--- config.mk ---
export PLATFORM = sky130hd
export DESIGN_NAME = placement_coord_cmp
export DESIGN_NICKNAME = d
export VERILOG_FILES = /design/src/rtl/placement_coord_cmp.sv
export SDC_FILE = /design/constraint.sdc
export NUM_CORES = 1
export LEC_CHECK = 0
export BUFFER_PORTS_ARGS = -buffer_cell sky130_fd_sc_hd__buf_2
export CORE_UTILIZATION = 23
export DETAILED_ROUTE_END_ITERATION = 8
export PLACE_DENSITY = 0.82
export RECOVER_POWER = 100
export SYNTH_ARGS = -nofsm -noshare
export SYNTH_HDL_FRONTEND = slang
export SYNTH_SLANG_ARGS = --single-unit
--- constraint.sdc ---
create_clock -name vclk -period 0.95
set_input_delay 0 -clock vclk [all_inputs]
set_output_delay 0 -clock vclk [all_outputs]
set_load 0.05 [all_outputs]
--- src/rtl/placement_coord_cmp.sv ---
// Coordinate checks shared by the node pass and the back-reference pass.
//   x, y        : signed coordinates read from pos_X / pos_Y
//   row, col    : expected coordinates of the current grid cell
//   in_range_c  : both coordinates in 0..N-1 (signed compare)
//   match_c     : (x,y) equals (row,col)
module placement_coord_cmp #(
  parameter int unsigned DATA_W = 32,
  parameter int unsigned RC_W   = 12,
  parameter int unsigned N      = 9
) (
  input  logic [DATA_W-1:0] x,
  input  logic [DATA_W-1:0] y,
  input  logic [RC_W-1:0]   row,
  input  logic [RC_W-1:0]   col,
  output logic              in_range_c,
  output logic              match_c
);

  // A set sign bit rules the coordinate out before the unsigned bound check.
  assign in_range_c = !x[DATA_W-1] && (x < DATA_W'(N)) &&
                      !y[DATA_W-1] && (y < DATA_W'(N));

  assign match_c = (x == DATA_W'(row)) && (y == DATA_W'(col));

endmodule

==> results.yml <==
yosys:
  synth_area_per_cell_um2: 7.440
  synthTopCellsByArea: "xor2_1 34%, nor4_1 24%, xnor2_1 17%"
  ys_seq_area_share_pct: 0
  syn_inst: 56
  netlist_area_um2: 416.7
  yosys.area.top_type: "xor2_1"
  synth_top_area_share_pct: 33.63
  syn_nets: 144
  synth.distinct_cells: 10
  ys_warn_count: 0
worst_setup_path:
  critPathLaunchType: "input port"
  cp-startpoint: "y[12]"
  crit_required_ns: 0.95
  endpoint_kind: "primary output"
  cp.arrival_ns: 1.28
  path_max_fanout: 2
  crit_end: "match_c"
  setup.worst_path.class: "in -> out"
finish:
  fin_util_pct: 69.96
  syn_to_final_growth_pct: 186.8
  final_area_um2: 1195
  nClkBuffers: 0
  layout.nets: 242
  antenna_cells: 0
  seqCellArea_um2: 0
  most-common-layout-cells: "75 x buf_2, 16 x xor2_1, 15 x buf_6, 9 x nor4_4, 8 x xnor2_1"
  layout-drive-gt1-share_pct: 72.37
  nFlopsAndLatches: 0
  finalNonFillerCells: 177
  final_common_cell: "buf_2"
routing:
  drt_pass1_iterations: 4
  via_per_inst: 4.847
  drt_wl_total_um: 2513
  wire_per_inst_um: 14.20
  antenna_left: 0
  drc_errors: 0
  first_iter_violations: 8
  vias: 858
placed_design:
  placed_cells: 177
  numPortBuffers: 90
  place_area_um2: 1002
  gp_congestion: 0.6893
  hpwl_um: 1881
floorplanning:
  ios: 90
  die_area_um2: 1986
  coreArea_um2: 1708
  die_w_um: 44.56
  die_h_um: 44.56
  start_util_pct: 24.40
  std_cell_rows: 15
timing:
  period_needed_ns: 1.279
  fin_ws_ns: -0.3290
  fin_crit_sh_pct: 134.6
  drv_slew: 0
  rsz0062_at_grt: "yes"
  setup_violations: 2
  worstMarginPinSlew_ns: 0.3102
  slew-limit-headroom_pct: 79.13
  fmax_mhz: 781.8
  timing.final.hold_violations: 0
  whs_ns: 0.4515
global_routing:
  grt_max_degree: 3
  antenna_found_initial: 0
  grt_pass1_wl_um: 3194
  overflow: 0
  grt_use_total_pct: 21.43
  grt_pass1_vias: 765
power:
  p_leak_uw: 0.0005685
  p_total_uw: 445.0
  ir_drop_mv: 0.2465
  powerDensity_nw_per_um2: 372.5
hold_path:
  hp-class: "in -> out"
run:
  drv_cap: 0
run_status:
  status: "finished, violations left"
  violations: "setup timing"
cts:
  cts_hold_buf: 0
  post_cts_buffers: 0
==> what timing repair did <==
| item | 4_1_cts | 5_1_grt |
|---|---|---|
| pin swaps | 2 | 12 |
| setup endpoints to repair | 2 | 2 |
| gates resized for setup | 15 | 17 |
==> cell usage after synthesis <==
cell / count
xnor2_1: 8
or3_1: 1
nor4_1: 16
nor4_2: 2
nor2_1: 2
nand4_1: 6
nand3_1: 2
xor2_1: 16
o31ai_1: 2
nor3_1: 1
==> kinds of logic after synthesis <==
group,count (synthesis),share of synthesized area [%]
simple gates,30,45.95
xor+xnor,24,50.45
compound gates,2,3.603
==> cell type report <==
type	count	area (um^2)
Fill cell	137	513.0
Multi-Input combinational cell	56	574.3
Tap cell	25	31.28
Timing Repair Buffer	96	589.3
==> worst max-delay path, stage by stage <==
cell     delay, ns
buf_2         0.12
nor4_4        0.27
nand4_1       0.14
or3_4         0.38
nor4_4        0.17
buf_6         0.20
==> report_power, final <==
group | internal (uW) | total (uW) | leakage [uW] | switching, uW
clock | 0 | 0 | 0 | 0
combinational | 257 | 445 | 0.000569 | 188
sequential | 0 | 0 | 0 | 0
==> through the flow <==
stage | setup WS, ns | setup TNS [ns]
final | -0.3290 | -0.6542
after detailed placement | -0.4516 | -0.8798
after global routing | -0.3931 | -0.7683
after floorplan | -0.3447 | -0.6329
after CTS | -0.3387 | -0.6613
after global placement | -0.4395 | -0.8334
==> routing by layer <==
| metal | global-route usage, % | up-vias | wire length (um) |
|---|---|---|---|
| met2 | 43.24 | 42 | 1465 |
| met5 | 0 | - | 0 |
| met1 | 25.60 | 390 | 871 |
| met4 | 1.818 | 0 | 73 |
| met3 | 0.4082 | 8 | 103 |
| li1 | - | 418 | - |
==> worst min path at each step <==
stage	start	to	cells past startpoint
6_report	x[11]	in_range_c	5
3_3_place_gp	x[11]	in_range_c	5
3_5_place_dp	x[8]	in_range_c	5
4_1_cts	x[8]	in_range_c	5
2_1_floorplan	x[4]	in_range_c	3
5_1_grt	x[11]	in_range_c	5
Power figures use the tool's default switching activity.
